$ cat config.mk
export PLATFORM = sky130hd
export DESIGN_NAME = bcd_serial_addsub
export DESIGN_NICKNAME = d
export VERILOG_FILES = /design/src/rtl/bcd_pkg.sv /design/src/rtl/bcd_digit_add.sv /design/src/rtl/bcd_serial_addsub.sv
export SDC_FILE = /design/constraint.sdc
export NUM_CORES = 1
export LEC_CHECK = 0
export BUFFER_PORTS_ARGS = -buffer_cell sky130_fd_sc_hd__buf_2
export CORE_AREA = 4 4 84 86
export DETAILED_ROUTE_END_ITERATION = 12
export DIE_AREA = 0 0 88 90
export MAX_ROUTING_LAYER = met4
export PLACE_DENSITY_LB_ADDON = 0.08
export SLEW_MARGIN = 20
export SYNTH_ARGS = -nofsm -noshare
export SYNTH_HDL_FRONTEND = slang
export SYNTH_SLANG_ARGS = --single-unit
$ cat constraint.sdc
create_clock -name clk -period 3.75 [get_ports clk]
set_clock_uncertainty 0.15 [all_clocks]
set_input_delay 0.75 -clock clk [delete_from_list [all_inputs] [get_ports clk]]
set_output_delay 0.75 -clock clk [all_outputs]
set_load 0.1 [all_outputs]
$ cat src/rtl/bcd_pkg.sv
// bcd_pkg: shared constants and state encoding for the digit-serial BCD adder/subtractor
package bcd_pkg;
   localparam logic [3:0] BCD_CORR = 4'd6;
   localparam logic [3:0] BCD_MAX  = 4'd9;
   typedef enum logic [1:0] {IDLE = 2'd0, RUN = 2'd1, DONE = 2'd2} state_t;
endpackage

$ cat src/rtl/bcd_digit_add.sv
// bcd_digit_add: one BCD digit add with exact over-9 detection and +6 correction
module bcd_digit_add
   import bcd_pkg::*;
(
   input  logic [3:0] x,
   input  logic [3:0] y,
   input  logic       ci,
   output logic [3:0] d,
   output logic       co
);
   logic [4:0] t;
   always_comb begin
      t  = {1'b0, x} + {1'b0, y} + {4'd0, ci};
      co = t > {1'b0, BCD_MAX};
      d  = co ? t[3:0] + BCD_CORR : t[3:0];
   end
endmodule

$ cat src/rtl/bcd_serial_addsub.sv
// bcd_serial_addsub: DIGITS-wide BCD add/subtract, one digit per clock, LSD first
module bcd_serial_addsub
   import bcd_pkg::*;
#(
   parameter int DIGITS = 4
) (
   input  logic                clk,
   input  logic                rst,
   input  logic                start,
   input  logic                mode,
   input  logic [4*DIGITS-1:0] a,
   input  logic [4*DIGITS-1:0] b,
   input  logic                cin,
   output logic [4*DIGITS-1:0] s,
   output logic                cout,
   output logic                neg,
   output logic                err,
   output logic                busy,
   output logic                done
);
   localparam int W  = 4 * DIGITS;
   localparam int IW = DIGITS > 1 ? $clog2(DIGITS) : 1;
   localparam logic [IW-1:0] LAST = IW'(DIGITS - 1);
   state_t state_q, state_d;
   logic [W-1:0] a_q, b_q, s_q;
   logic [IW-1:0] i_q;
   logic mode_q, carry_q, err_q, cout_q, neg_q, done_q;
   logic [3:0] a_dig, b_dig, bd, dig;
   logic co;
   always_ff @(posedge clk)
      state_q <= rst ? IDLE : state_d;
   always_comb
      state_d = state_q == IDLE ? (start ? RUN : IDLE) :
                state_q == RUN  ? (i_q == LAST ? DONE : RUN) : IDLE;
   always_comb begin
      busy = state_q != IDLE;
      s    = s_q;
      cout = cout_q;
      neg  = neg_q;
      err  = err_q;
      done = done_q;
   end
   // subtract as a + nines'-complement(b) + 1
   always_comb begin
      a_dig = a_q[4*i_q +: 4];
      b_dig = b_q[4*i_q +: 4];
      bd    = mode_q ? BCD_MAX - b_dig : b_dig;
   end
   bcd_digit_add u_dig (.x(a_dig), .y(bd), .ci(carry_q), .d(dig), .co(co));
   always_ff @(posedge clk) begin
      if (rst) begin
         a_q <= '0; b_q <= '0; s_q <= '0; i_q <= '0;
         mode_q <= 1'b0; carry_q <= 1'b0; err_q <= 1'b0;
         cout_q <= 1'b0; neg_q <= 1'b0; done_q <= 1'b0;
      end else begin
         done_q <= state_q == DONE;
         if (state_q == IDLE && start) begin
            a_q <= a; b_q <= b; mode_q <= mode;
            carry_q <= mode | cin;
            err_q <= 1'b0; s_q <= '0; i_q <= '0;
         end
         if (state_q == RUN) begin
            s_q[4*i_q +: 4] <= dig;
            carry_q <= co;
            err_q <= err_q | (a_dig > BCD_MAX) | (b_dig > BCD_MAX);
            i_q <= i_q == LAST ? '0 : i_q + 1'b1;
         end
         if (state_q == DONE) begin
            cout_q <= carry_q;
            neg_q  <= mode_q & ~carry_q;
         end
      end
   end
endmodule
==> qor.txt, run 1 <==
run status: completed
TritonCTS clock tree: done
Global Route met1 Usage: 0.210
flops & latches, synth: 58
global-route met2 utilization: 0.264
classification of the worst-slack hold path: reg -> reg
starting DRC count in detailed routing: 83
critical-path cell list: mux4_2 > inv_1 > ha_1 > nand2_1 > o21ai_0 > ha_1 > xor2_2 > inv_1 > ha_1 > nand2_1 > o31ai_1 > o31a_1 > mux2_4 > o31ai_2
most used cells in the layout excluding fill and tap cells: 84 x sky130_fd_sc_hd__nand2_1, 57 x sky130_fd_sc_hd__dfxtp_1, 57 x sky130_fd_sc_hd__buf_2, 42 x sky130_fd_sc_hd__a21oi_1, 14 x sky130_fd_sc_hd__nor2_1
Switching Share: 0.284
wirelength, routed: 6.27 mm
area of the mapped netlist: 2790 um2
Final setup viols: 0
share of cells above drive strength 1: 0.260
sum of net half-perimeters after detailed placement: 4.52 mm
Post-Route Setup TNS: 0 ns
required time of the critical path: 3.85 ns
final hold violation count: 0
placer's final routability congestion estimate: 0.752
number of fill cells in the layout: 616
Synth cell types: 41
GR Overflow Total: 0
number of routed nets with antenna violations: 0
wire per inst: 13.5 um
Synthesized Nets: 376
instance count after placement with tap cells included: 448
vias in the first global route: 2,181
routed vias/inst: 5.11
share of the clock period used by the worst path after layout: 0.941
maximum number of pins on one net before global-route repair: 42
transition at the pin with the smallest max-transition slack: 0.693 ns
critical-path cell with the highest stage delay: sky130_fd_sc_hd__mux4_2
share of the yosys chip area belonging to registers: 0.417
top cells by area, synth: sky130_fd_sc_hd__dfxtp_1 42%, sky130_fd_sc_hd__nand2_1 11%, sky130_fd_sc_hd__a21oi_1 7.5%
Vias: 2,377
combinational fraction of design power: 0.199
area added between synthesis and finish: 21.7%
critical path fanouts, max: 6
H-Tree Depth: 3
global router's overall resource usage: 0.169
clock sinks: 58
floorplan row count: 29
Cell Count, Final, Fillers Out: 465
most used cell along the critical path: sky130_fd_sc_hd__ha_1
area share of the largest cell type after synthesis: 0.417
final core utilization: 0.540
Final Total Pwr: 1.54 mW
Top Ports: 58
source-to-sink clock delay at the later pin of the worst-skew pair: 0.33 ns
Final Worst Setup Slack: 0.220 ns
most common cell after layout, fill and taps aside: sky130_fd_sc_hd__nand2_1
nets@finish: 436
Internal Power: 1.10 mW
max-slew violation count: 0
reg-to-reg slack, setup: 0.22 ns
busiest metal layer after global routing: met2
core area: 6280 um2
P_sw: 0.437 mW
total die area: 7920 um2
Top Family by Delay on Critical Path: multiplexers
worst slack, placed: -0.0277 ns
CTS clock-pin slew for the worst setup and hold paths: 0.06 ns
master cell of the clock root buffer: sky130_fd_sc_hd__clkbuf_8
Setup crit start kind: flip-flop
Slew HR: 0.538
worst setup path category: reg -> reg
vertical die dimension: 90 um
wire length of the first global-routing pass: 10.4 mm
antenna violations before repair: 0
mean instance size in the synthesized netlist: 8.57 um2
Num CTS Buffers: 9
global routing met3 resource utilization: 0.0420
cell accounting for the most synthesized area: sky130_fd_sc_hd__dfxtp_1
CP peak stage delay: 0.52 ns
setup repair after global routing missed its margin: false
Bufs and invs on worst path: 2
number of antenna cells inserted: 0
Max-Cap Viols: 0
clk buf depth: 2
Starting Density: 0.444
final critical path time including I/O delays and setup: 3.53 ns
IR Drop Worst-Case VDD: 0.000245 V
Buffers on Ports: 57
Clk pwr share: 0.369
standby leakage power: 1.46 nW
drt first pass iters: 4
DR DRC count: 0
endpoint class of the critical path: flip-flop
register share of total power: 0.432
Worst EP arrival: 3.63 ns
post-synthesis cell count: 325
power density over the cells: 454 nW/um2
Fmax achieved: 0.283 GHz
overall die width: 88 um
Ys Warns: 0
-- timing repair --
| action | 4_1_cts | 5_1_grt |
|---|---|---|
| setup buffers | 0 | 3 |
| hold buffers | 0 | 0 |
| pin swaps | 0 | 1 |
| endpoints found under the setup margin | 4 | 8 |
| resized for setup | 1 | 3 |
-- worst paths after layout --
path / from / end / depth (start not counted)
worst max-delay path: i_q[0] / s[2] / 14
worst min-delay path: a_q[8] / a_q[8] / 2
worst max register to register: i_q[0] / s[2] / 14
worst min register to register: a_q[8] / a_q[8] / 2
-- worst reg2reg max path, stage by stage (launching register included) --
cell and delay, ns:
sky130_fd_sc_hd__dfxtp_4 0.40, sky130_fd_sc_hd__mux4_2 0.52, sky130_fd_sc_hd__inv_1 0.09, sky130_fd_sc_hd__ha_1 0.23
sky130_fd_sc_hd__nand2_1 0.06, sky130_fd_sc_hd__o21ai_0 0.12, sky130_fd_sc_hd__ha_1 0.38, sky130_fd_sc_hd__xor2_2 0.18
sky130_fd_sc_hd__inv_1 0.07, sky130_fd_sc_hd__ha_1 0.23, sky130_fd_sc_hd__nand2_1 0.07, sky130_fd_sc_hd__o31ai_1 0.10
sky130_fd_sc_hd__o31a_1 0.29, sky130_fd_sc_hd__mux2_4 0.35, sky130_fd_sc_hd__o31ai_2 0.21
-- power by group through the flow --
stage                     clock network (mW)  registers [mW]  logic [mW]
after floorplan                            0           0.692       0.205
after CTS                              0.583           0.666       0.299
after detailed placement                   0           0.679       0.298
final                                  0.567           0.664       0.306
after global routing                   0.615           0.669       0.339
after global placement                     0           0.679       0.294
-- registers in the layout, summed over array words and instances, names as in the netlist, 2 cells and up --
register,cells
b_q,16
state_q,2
i_q,2
s,16
a_q,16
-- routing by layer --
layer / wire (um) / share of wire / vias up
li1: - / - / 1230
met1: 2870 / 0.46 / 1083
met2: 3000 / 0.48 / 51
met3: 295 / 0.047 / 13
met4: 116 / 0.018 / 0
met5: 0 / 0 / -
-- cells in the mapped netlist --
library cell	count
sky130_fd_sc_hd__a2111o_1	1
sky130_fd_sc_hd__a211oi_1	1
sky130_fd_sc_hd__a21boi_1	1
sky130_fd_sc_hd__a21o_1	5
sky130_fd_sc_hd__a21oi_1	42
sky130_fd_sc_hd__a21oi_2	1
sky130_fd_sc_hd__a2bb2oi_1	2
sky130_fd_sc_hd__a31oi_1	4
sky130_fd_sc_hd__and2_1	1
sky130_fd_sc_hd__and3_1	1
sky130_fd_sc_hd__and3b_4	1
sky130_fd_sc_hd__buf_2	2
sky130_fd_sc_hd__clkbuf_1	17
sky130_fd_sc_hd__dfxtp_1	58
sky130_fd_sc_hd__fa_1	2
sky130_fd_sc_hd__ha_1	12
sky130_fd_sc_hd__inv_1	10
sky130_fd_sc_hd__mux2_4	1
sky130_fd_sc_hd__mux2i_1	2
sky130_fd_sc_hd__mux4_2	8
sky130_fd_sc_hd__nand2_1	85
sky130_fd_sc_hd__nand2b_1	5
sky130_fd_sc_hd__nand3_1	3
sky130_fd_sc_hd__nand3b_1	10
sky130_fd_sc_hd__nor2_1	14
sky130_fd_sc_hd__nor2b_1	2
sky130_fd_sc_hd__nor3_1	4
sky130_fd_sc_hd__nor3b_1	2
sky130_fd_sc_hd__nor4_1	1
sky130_fd_sc_hd__nor4b_1	1
sky130_fd_sc_hd__o211a_1	1
sky130_fd_sc_hd__o21ai_0	6
sky130_fd_sc_hd__o21ai_1	1
sky130_fd_sc_hd__o21bai_1	2
sky130_fd_sc_hd__o22ai_1	1
sky130_fd_sc_hd__o31a_1	1
sky130_fd_sc_hd__o31ai_1	5
sky130_fd_sc_hd__o31ai_2	4
sky130_fd_sc_hd__or3_1	2
sky130_fd_sc_hd__xnor2_1	2
sky130_fd_sc_hd__xor2_1	1
-- cell type report --
type / count / area, um2 / area share
Multi-Input combinational cell: 238 / 1530 / 0.452
Sequential cell: 58 / 1160 / 0.344
Timing Repair Buffer: 68 / 368 / 0.109
Clock buffer: 11 / 151 / 0.0447
Tap cell: 77 / 96.3 / 0.0284
Clock inverter: 3 / 40.0 / 0.0118
Inverter: 10 / 37.5 / 0.0111
-- per-stage QoR --
| step | instance area (um2) | hold slack (ns) |
|---|---|---|
| floorplan | 2790 | 0.283 |
| global placement | 3150 | 0.294 |
| detailed placement | 3150 | 0.297 |
| CTS | 3350 | 0.305 |
| global route | 3390 | 0.324 |
| finish | 3390 | 0.301 |
-- logic make-up after synthesis --
logic type               share of synthesized area
buffers and inverters                       0.0400
AO/OA/AOI/OAI                                0.175
adder cells (fa/ha/maj)                     0.0683
XOR/XNOR                                   0.00944
flip-flops                                   0.417
AND/OR/NAND/NOR                              0.213
multiplexers                                0.0773
Note: power is estimated with default switching activity, not from simulation.
==> run 2, diff against run 1 <==
--- a/config.mk
+++ b/config.mk
@@ -6,9 +6,9 @@
 export NUM_CORES = 1
 export LEC_CHECK = 0
 export BUFFER_PORTS_ARGS = -buffer_cell sky130_fd_sc_hd__buf_2
-export CORE_AREA = 4 4 84 86
+export CORE_AREA = 4 4 107 68
 export DETAILED_ROUTE_END_ITERATION = 12
-export DIE_AREA = 0 0 88 90
+export DIE_AREA = 0 0 111 72
 export MAX_ROUTING_LAYER = met4
 export PLACE_DENSITY_LB_ADDON = 0.08
 export SLEW_MARGIN = 20
==> constraint.sdc (replaced) <==
create_clock -name clk -period 3.07 [get_ports clk]
set_clock_uncertainty 0.15 [all_clocks]
set_input_delay 0.614 -clock clk [delete_from_list [all_inputs] [get_ports clk]]
set_output_delay 0.614 -clock clk [all_outputs]
set_load 0.1 [all_outputs]
==> qor.txt, run 2 (same netlist as run 1, synthesis figures left out) <==
routed vias/inst: 5.04 (-1.4%)
Max-Cap Viols: 0 (unchanged)
global router's overall resource usage: 0.192 (+0.0227)
reg-to-reg slack, setup: -0.30 ns (-0.52 ns)
endpoint of the most critical register-to-register path: s[2]
critical path fanouts, max: 6 (unchanged)
setup repair after global routing missed its margin: true
area added between synthesis and finish: 33.5%
CTS clock-pin slew for the worst setup and hold paths: 0.06 ns (about the same)
run status: complete, but fails checks
number of stages on the worst hold path: 2 (unchanged)
reg2reg path depth: 12 (-2)
H-Tree Depth: 3 (unchanged)
Top Ports: 58 (unchanged)
GR Overflow Total: 0 (unchanged)
Setup crit start kind: flip-flop
Cell Count, Final, Fillers Out: 502 (+8.0%)
DR DRC count: 0 (unchanged)
wirelength, routed: 7.17 mm (+14%)
standby leakage power: 1.60 nW (+9.8%)
share of the clock period used by the worst path after layout: 1.10 (+0.157)
master cell of the clock root buffer: sky130_fd_sc_hd__clkbuf_8
Starting Density: 0.434 (-0.00969)
nets@finish: 461 (+5.7%)
placer's final routability congestion estimate: 0.816 (+8.6%)
Final Worst Setup Slack: -0.301 ns (-0.521 ns)
final hold violation count: 0 (unchanged)
most used cells in the layout excluding fill and tap cells: 82 x sky130_fd_sc_hd__nand2_1, 57 x sky130_fd_sc_hd__dfxtp_1, 57 x sky130_fd_sc_hd__buf_2, 42 x sky130_fd_sc_hd__a21oi_1, 36 x sky130_fd_sc_hd__buf_4
Reg-to-Reg Start: i_q[0]
final critical path time including I/O delays and setup: 3.37 ns (-0.159 ns)
starting DRC count in detailed routing: 128 (+54%)
endpoint class of the critical path: flip-flop
Worst EP arrival: 3.48 ns (-0.15 ns)
number of antenna cells inserted: 0 (unchanged)
vias in the first global route: 2,371 (+8.7%)
clk buf depth: 2 (unchanged)
maximum number of pins on one net before global-route repair: 35 (-17%)
Hold Startpoint: b_q[15]
source-to-sink clock delay at the later pin of the worst-skew pair: 0.34 ns (about the same)
classification of the worst-slack hold path: reg -> reg
worst setup path category: reg -> reg
core area: 6420 um2 (+2.2%)
Vias: 2,529 (+6.4%)
vertical die dimension: 72 um (-20%)
TritonCTS clock tree: done
wire length of the first global-routing pass: 11.8 mm (+14%)
worst slack, placed: -0.400 ns (-0.372 ns)
max-slew violation count: 0 (unchanged)
Slew HR: 0.603 (+0.0650)
most common cell after layout, fill and taps aside: sky130_fd_sc_hd__nand2_1
share of cells above drive strength 1: 0.342 (+0.0819)
Final setup viols: 13 (+13)
overall die width: 111 um (+26%)
violated checks: negative setup slack
power density over the cells: 586 nW/um2 (+29%)
instance count after placement with tap cells included: 477 (+6.5%)
Buffers on Ports: 57 (unchanged)
transition at the pin with the smallest max-transition slack: 0.595 ns (-0.0976 ns)
IR Drop Worst-Case VDD: 0.000259 V (+5.7%)
Endpoint, Worst Hold: b_q[15]
Num CTS Buffers: 9 (unchanged)
required time of the critical path: 3.18 ns (-0.67 ns)
drt first pass iters: 5 (+1)
antenna violations before repair: 0 (unchanged)
Fmax achieved: 0.297 GHz (+4.7%)
floorplan row count: 23 (-21%)
wire per inst: 14.3 um (+5.8%)
clock sinks: 58 (unchanged)
total die area: 7990 um2 (+0.91%)
number of routed nets with antenna violations: 0 (unchanged)
sum of net half-perimeters after detailed placement: 5.23 mm (+16%)
==> run 2: changes by cell type in the layout (fill, tap and decap cells not counted), sizes merged <==
cell      previous run  this run
buf                 68        93
bufinv               1         3
clkinv               2         1
clkinvlp             0         1
==> run 2: worst max-delay path, cell delays in order (launching register included) <==
cell and delay, ns:
sky130_fd_sc_hd__dfxtp_4 0.39, sky130_fd_sc_hd__mux4_2 0.53, sky130_fd_sc_hd__xnor2_2 0.16, sky130_fd_sc_hd__fa_2 0.23, sky130_fd_sc_hd__inv_2 0.04, sky130_fd_sc_hd__fa_2 0.36
sky130_fd_sc_hd__xor2_2 0.20, sky130_fd_sc_hd__buf_4 0.13, sky130_fd_sc_hd__buf_4 0.13, sky130_fd_sc_hd__o31ai_4 0.18, sky130_fd_sc_hd__o31a_1 0.20, sky130_fd_sc_hd__mux2_4 0.36
sky130_fd_sc_hd__o31ai_2 0.21
==> run 2: worst max-delay path by stage <==
stage	from	end	slack, ns	cells after the start
floorplan	i_q[0]	s[10]	-0.44	14
global placement	i_q[0]	s[9]	-0.28	15
detailed placement	i_q[0]	s[10]	-0.40	14
CTS	i_q[0]	s[6]	-0.27	13
global route	i_q[0]	s[2]	-0.47	12
finish	i_q[0]	s[2]	-0.30	12
==> run 2: power breakdown <==
part           switching [mW]  internal (mW)  leakage (nW)  total (mW)
clock network           0.300          0.538         0.114       0.838
registers              0.0241          0.787         0.474       0.811
logic                   0.290          0.242          1.02       0.532
total                   0.614           1.57          1.60        2.18
==> run 2: cell type report <==
cell class              instances  area (um2)
fillers                       600        2700
multi-input cells             238        1620
flip-flops and latches         58        1160
repair buffers                 93         556
clock buffers                  11         131
well taps                      87         109
clock inverters                 5         103
inverters                      10        37.5
==> run 2: stage by stage <==
stage	TNS, ns	power [mW]	area (um2)	util	hold slack [ns]
final	-2.54	2.18	3720	0.579	0.303
after global routing	-4.65	2.28	3720	0.579	0.315
after CTS	-2.70	2.16	3660	0.570	0.306
after detailed placement	-4.40	1.27	3330	0.518	0.296
after global placement	-3.19	1.26	3330	0.518	0.294
after floorplan	-3.79	1.10	2820	-	0.283
==> run 2: layer usage <==
layer / wire (um) / share of wire / vias to the layer above / global-route usage
met5: 0 / 0 / - / -
met4: 57 / 0.0080 / 0 / 0.0642
met3: 563 / 0.079 / 7 / 0.0567
met2: 2840 / 0.40 / 75 / 0.241
met1: 3700 / 0.52 / 1159 / 0.286
li1: - / - / 1288 / -
==> run 2: what timing repair did <==
action | CTS | global route
hold buffers | 0 | 0
endpoints found under the setup margin | 13 | 13
gates resized for setup | 17 | 8
pin swaps | 14 | 7
setup buffers | 6 | 5
